<file path="config.mk">
export PLATFORM = sky130hd
export DESIGN_NAME = led_status_seq
export DESIGN_NICKNAME = d
export VERILOG_FILES = /design/src/rtl/led_status_seq.sv
export SDC_FILE = /design/constraint.sdc
export NUM_CORES = 1
export LEC_CHECK = 0
export CAP_MARGIN = 40
export CORE_AREA = 2 2 75 77
export CTS_BUF_LIST = sky130_fd_sc_hd__clkbuf_4
export DETAILED_ROUTE_END_ITERATION = 12
export DIE_AREA = 0 0 77 79
export PLACE_DENSITY = 0.81
export SYNTH_ARGS = -nofsm -noshare
export SYNTH_HDL_FRONTEND = slang
export SYNTH_SLANG_ARGS = --single-unit
export TNS_END_PERCENT = 30
</file>
<file path="constraint.sdc">
create_clock -name clk -period 6.1 [get_ports clk]
set_input_delay 1.22 -clock clk [delete_from_list [all_inputs] [get_ports clk]]
set_output_delay 1.22 -clock clk [all_outputs]
set_load 0.01 [all_outputs]
</file>
<file path="src/rtl/led_status_seq.sv">
// ---------------------------------------------------------------------------
// led_status_seq
//
// Status LED sequencer. While idle the status LED mirrors the ~1 Hz
// configuration heartbeat. A status code (1..15) is flashed out as a burst of
// countable blinks: k on-phases of N_FLASH cycles, each followed by an
// off-phase of N_FLASH cycles, then a dark gap of N_GAP cycles before the
// heartbeat resumes. A separate activity LED shows a pulse-stretched copy of
// single-cycle pulse events (minimum on-time N_STR cycles, retriggerable).
//
// Optional feature macro: LED_STATUS_REPEAT_EN
//   defined   : latched code is sticky and the burst repeats after each gap;
//               code_valid is accepted in any state (code 0 stops repetition
//               after the current burst, nonzero replaces the next burst).
//   undefined : one-shot burst; code_valid is ignored while busy.
//
// Ports:
//   clk          in   system clock
//   rst          in   synchronous reset, active-high
//   heartbeat    in   ~1 Hz square wave
//   code[3:0]    in   status code = number of flashes (0 is ignored)
//   code_valid   in   single-cycle strobe qualifying code
//   pulse_event  in   single-cycle strobe, one per generated pulse
//   led_status   out  status LED drive (registered)
//   led_act      out  activity LED drive (registered)
//   busy         out  high whenever the sequencer is not idle (registered)
// ---------------------------------------------------------------------------
module led_status_seq #(
    parameter longint P_CLK_FREQ_HZ = 100000000,
    parameter longint P_FLASH_MS    = 150,
    parameter longint P_GAP_MS      = 1000,
    parameter longint P_STRETCH_MS  = 50
) (
    input  logic       clk,
    input  logic       rst,
    input  logic       heartbeat,
    input  logic [3:0] code,
    input  logic       code_valid,
    input  logic       pulse_event,
    output logic       led_status,
    output logic       led_act,
    output logic       busy
);

    localparam longint N_FLASH = P_CLK_FREQ_HZ / 64'sd1000 * P_FLASH_MS;
    localparam longint N_GAP   = P_CLK_FREQ_HZ / 64'sd1000 * P_GAP_MS;
    localparam longint N_STR   = P_CLK_FREQ_HZ / 64'sd1000 * P_STRETCH_MS;

    localparam longint N_MAX_FG = (N_FLASH > N_GAP) ? N_FLASH : N_GAP;
    localparam longint N_MAX    = (N_MAX_FG > N_STR) ? N_MAX_FG : N_STR;

    // Counters are loaded with (count - 1), so ceil(log2(max)) bits suffice.
    localparam int CNT_W_RAW = $clog2(N_MAX);
    localparam int CNT_W     = (CNT_W_RAW < 1) ? 1 : CNT_W_RAW;

    localparam logic [CNT_W-1:0] LD_FLASH = CNT_W'(N_FLASH - 1);
    localparam logic [CNT_W-1:0] LD_GAP   = CNT_W'(N_GAP - 1);
    localparam logic [CNT_W-1:0] LD_STR   = CNT_W'(N_STR - 1);

    if (N_FLASH < 1) begin : g_bad_flash
        $error("led_status_seq: flash cycle count must be at least 1");
    end
    if (N_GAP < 1) begin : g_bad_gap
        $error("led_status_seq: gap cycle count must be at least 1");
    end
    if (N_STR < 1) begin : g_bad_str
        $error("led_status_seq: stretch cycle count must be at least 1");
    end

    typedef enum logic [1:0] {
        S_IDLE = 2'd0,
        S_ON   = 2'd1,
        S_OFF  = 2'd2,
        S_GAP  = 2'd3
    } state_t;

    state_t           state, state_next;
    logic [CNT_W-1:0] cnt, cnt_next;
    logic [3:0]       remaining, remaining_next;
    logic [CNT_W-1:0] act_cnt, act_cnt_next;
    logic             led_status_next, led_act_next, busy_next;
`ifdef LED_STATUS_REPEAT_EN
    logic [3:0]       latched, latched_next;
`endif

    // State and datapath registers
    always_ff @(posedge clk) begin
        if (rst) begin
            state      <= S_IDLE;
            cnt        <= '0;
            remaining  <= '0;
            act_cnt    <= '0;
            led_status <= 1'b0;
            led_act    <= 1'b0;
            busy       <= 1'b0;
`ifdef LED_STATUS_REPEAT_EN
            latched    <= '0;
`endif
        end else begin
            state      <= state_next;
            cnt        <= cnt_next;
            remaining  <= remaining_next;
            act_cnt    <= act_cnt_next;
            led_status <= led_status_next;
            led_act    <= led_act_next;
            busy       <= busy_next;
`ifdef LED_STATUS_REPEAT_EN
            latched    <= latched_next;
`endif
        end
    end

    // Next-state logic. Each phase counter holds the cycles left after the
    // current one, so a phase ends on the cycle where it reads zero.
    always_comb begin
        state_next     = state;
        cnt_next       = cnt;
        remaining_next = remaining;
`ifdef LED_STATUS_REPEAT_EN
        latched_next   = latched;
        if (code_valid) begin
            latched_next = code;
        end
`endif
        case (state)
            S_IDLE: begin
                if (code_valid && (code != 4'd0)) begin
                    state_next     = S_ON;
                    cnt_next       = LD_FLASH;
                    remaining_next = code;
                end
            end
            S_ON: begin
                if (cnt == '0) begin
                    state_next = S_OFF;
                    cnt_next   = LD_FLASH;
                end else begin
                    cnt_next = cnt - 1'b1;
                end
            end
            S_OFF: begin
                if (cnt == '0) begin
                    remaining_next = remaining - 4'd1;
                    if (remaining == 4'd1) begin
                        state_next = S_GAP;
                        cnt_next   = LD_GAP;
                    end else begin
                        state_next = S_ON;
                        cnt_next   = LD_FLASH;
                    end
                end else begin
                    cnt_next = cnt - 1'b1;
                end
            end
            S_GAP: begin
                if (cnt == '0) begin
`ifdef LED_STATUS_REPEAT_EN
                    if (latched != 4'd0) begin
                        state_next     = S_ON;
                        cnt_next       = LD_FLASH;
                        remaining_next = latched;
                    end else begin
                        state_next = S_IDLE;
                    end
`else
                    state_next = S_IDLE;
`endif
                end else begin
                    cnt_next = cnt - 1'b1;
                end
            end
            default: begin
                state_next = S_IDLE;
                cnt_next   = '0;
            end
        endcase
    end

    // Output logic, evaluated on the next state so the registered outputs
    // line up with the state they describe.
    always_comb begin
        led_status_next = 1'b0;
        busy_next       = (state_next != S_IDLE);
        case (state_next)
            S_IDLE:  led_status_next = heartbeat;
            S_ON:    led_status_next = 1'b1;
            default: led_status_next = 1'b0;
        endcase
    end

    // Activity stretcher: an event reloads the counter (retrigger). The LED
    // is lit for the event cycle's successor plus the remaining count.
    always_comb begin
        act_cnt_next = act_cnt;
        if (pulse_event) begin
            act_cnt_next = LD_STR;
        end else if (act_cnt != '0) begin
            act_cnt_next = act_cnt - 1'b1;
        end
        led_act_next = pulse_event || (act_cnt != '0);
    end

endmodule

</file>
==> flow_summary.json <==
{
  "timing.fmax_mhz": 320.7,
  "wl_met3_um": 392,
  "r2r-end": "cnt[21]$_SDFFE_PP0P_",
  "highest_layer": "met4",
  "synthToLayoutAreaGrowth_pct": 10.29,
  "cpPeakStageDelay_ns": 0.46,
  "path_cells": "clkdlybuf4s50_1 > o41ai_1 > clkbuf_2 > nor2_1 > a31oi_1 > o21a_1 > nand2_1 > nor2_1",
  "wl_met2_um": 3241,
  "crit_top_cell": "nor2_1",
  "diodes": 0,
  "power.share.clock_pct": 36.7,
  "yosysUniqueCellTypes": 50,
  "power_per_cell_area_mw_per_mm2": 280.9,
  "cp.arrival_ns": 3.47,
  "path_clk_slew_ns": 0.11,
  "cts_hold_buf": 0,
  "netSwitchingPower_mw": 0.2968,
  "route.detailed.drc": 0,
  "outcome": "finished clean",
  "setup_violations": 0,
  "min_period_ns": 3.118,
  "netlist_instances": 399,
  "grt_overflow": 0,
  "grt_pass1_wl_um": 12400,
  "r2r_start": "cnt[18]$_SDFFE_PP0P_",
  "min_path_cells": 2,
  "grt_max_degree": 43,
  "postRouteAntennaNets": 0,
  "min_period_over_period_pct": 51.12,
  "synth.yosys.seq_area_share_pct": 38.40,
  "clk_latency_ns": 0.43,
  "grt_setup_unrepaired": "false",
  "synth_area_mm2": 0.003284,
  "clock_sinks": 63,
  "worstPathRequired_ns": 6.45,
  "drv_slew": 0,
  "vias": 2938,
  "core_area_mm2": 0.005338,
  "hold_viol": 0,
  "post_cts_buffers": 0,
  "cts_buffers": 9,
  "power_mw": 1.017,
  "internal-power_mw": 0.7207,
  "end_kind": "register",
  "drt-initial-drc-count": 218,
  "relSlewSlack_pct": 46.83,
  "p_seq_share_pct": 46.0,
  "rows": 27,
  "place_congestion": 0.8712,
  "io_buffers": 11,
  "cp_max_fo": 12,
  "vias_per_cell": 6.108,
  "grt_pass1_vias": 2750,
  "r2r_slack_ns": 3.54,
  "cts.repair.resized": 0,
  "synth_edf_count": 0,
  "path_class": "in2reg",
  "hold_slack_ns": 0.4908,
  "cp_slowest_cell": "o41ai_1",
  "yosys_warnings": 0,
  "dp_hpwl_um": 4918,
  "fillers": 468,
  "nets": 418,
  "clockBufferDepth": 2,
  "ir_drop_uv": 238.0,
  "crit_family": "compound AO/OA/AOI/OAI gates",
  "setup_tns_ns": 0,
  "wl_per_cell_um": 14.99,
  "dieHeight_um": 79,
  "start_util_pct": 61.53,
  "met1_length_um": 3411,
  "avgSynthCellArea_um2": 8.232,
  "die_area_mm2": 0.006083,
  "wl_um": 7211,
  "grt_antenna_before_repair": 0,
  "tightest_slew_ns": 0.7975,
  "ys.flop_type": "dfxtp_1",
  "track_usage_pct": 25.31,
  "h-tree-depth": 3,
  "postSynth.asyncResetShare_pct": 0,
  "path_buf_inv": 2,
  "boundaryPins": 12,
  "power.share.switching_pct": 29.17,
  "cp-start-kind": "input pin",
  "hold_class": "reg2reg",
  "min_to": "remaining[1]$_SDFFE_PP0P_",
  "cts_root_buffer": "clkbuf_4",
  "skew_ns": 0.01498,
  "first_pass_iters": 5,
  "p_leak_nw": 1.266,
  "drive_gt1_share_pct": 8.802,
  "drv_cap": 0,
  "cts_tree": "yes",
  "ys_ff_latch": 63,
  "r2r_cells": 7,
  "syn-num-nets": 413,
  "die_w_um": 77,
  "min_from": "remaining[1]$_SDFFE_PP0P_",
  "pwr-share-comb_pct": 17.3
}
[power by group through the flow]
stage               clock (mW)  combinational, mW  sequential (mW)
floorplan                    0              0.136            0.469
global placement             0              0.165            0.476
detailed placement           0              0.171            0.477
CTS                      0.379              0.173            0.468
global route             0.392              0.196            0.473
finish                   0.373              0.176            0.468
[tightest hold or removal path, delay by kind of cell, from the launching register on]
kind            cells  cell delay [ns]
simple gates        1             0.06
compound gates      1             0.05
flops               1             0.34
[sequential cells by signal, indices dropped and copies added (netlist names)]
name        count
act_cnt        27
cnt            27
remaining       4
state           2
busy            1
led_act         1
led_status      1
[cells by family (layout without fill, tap and decap cells)]
family / Yosys count / in the layout / synth area share [%]
AND/OR/NAND/NOR: 183 / 183 / 30.70
multiplexers: 2 / 2 / 0.6095
AO/OA/AOI/OAI: 71 / 71 / 12.99
buffers and inverters: 31 / 41 / 3.619
XOR/XNOR: 43 / 43 / 11.47
flip-flops: 63 / 63 / 38.40
adder cells (fa/ha/maj): 6 / 6 / 2.210
[cell usage after synthesis, types with 7 or more instances]
library cell  instances  area (µm²)
nor2_1               53       198.9
inv_1                11       41.29
xor2_1               11       96.34
nor3_1               23       115.1
a21oi_1              41       205.2
o21ai_0               8       40.04
or3_1                 7       43.79
nor4_1               19       118.9
nand2_1              30       112.6
dfxtp_1              63        1261
xnor2_1              32       280.3
clkbuf_1             18       67.56
[layout make-up]
cell class / count / area [µm²] / share of cell area, %
Multi-Input combinational cell: 305 / 1908 / 52.68
Sequential cell: 63 / 1261 / 34.82
Timing Repair Buffer: 14 / 133.9 / 3.696
Clock inverter: 7 / 120.1 / 3.316
Tap cell: 72 / 90.09 / 2.487
Clock buffer: 9 / 67.56 / 1.865
Inverter: 11 / 41.29 / 1.140
[metrics by stage]
stage	std cells	worst slack (ns)	area, µm²	utilization, %
final	481	2.982	3622	67.86
after global routing	481	2.774	3622	67.86
after CTS	480	2.782	3617	67.77
after detailed placement	464	2.344	3430	64.25
after global placement	463	2.488	3418	64.04
after floorplan	399	3.141	3284	-
[how the worst max path moves through the flow]
stage	start	endpoint	depth (start not counted)
finish	code[0]	cnt[10]$_SDFFE_PP0P_	8
global route	code[0]	cnt[9]$_SDFFE_PP0P_	8
CTS	code[0]	cnt[10]$_SDFFE_PP0P_	7
detailed placement	code[0]	cnt[10]$_SDFFE_PP0P_	7
global placement	code[0]	cnt[9]$_SDFFE_PP0P_	7
floorplan	code[0]	cnt[10]$_SDFFE_PP0P_	8
[cell usage in the layout, fill, tap and decap left out, types with 5 or more instances in the layout]
| cell type | Yosys | layout |
|---|---|---|
| a21oi_1 | 41 | 41 |
| nand4_1 | 6 | 6 |
| dfxtp_1 | 63 | 63 |
| or3_1 | 7 | 7 |
| nor4b_1 | 5 | 5 |
| nor3_1 | 23 | 23 |
| nand3_1 | 6 | 6 |
| clkbuf_4 | 0 | 9 |
| or2_2 | 6 | 6 |
| a31oi_1 | 6 | 6 |
| clkdlybuf4s50_1 | 0 | 11 |
| xor2_1 | 11 | 11 |
| ha_1 | 5 | 5 |
| o21ai_0 | 8 | 7 |
| xnor2_1 | 32 | 32 |
| nor4_1 | 19 | 19 |
| nor2_1 | 53 | 53 |
| nand2_1 | 30 | 30 |
| inv_1 | 11 | 11 |
[routing by layer]
| metal | up-vias | global-route usage, % |
|---|---|---|
| met3 | 17 | 4.773 |
| met4 | 0 | 13.75 |
| met1 | 1378 | 34.06 |
| li1 | 1443 | - |
| met5 | - | 0 |
| met2 | 100 | 38.68 |
Note: power is estimated with default switching activity, not from simulation.
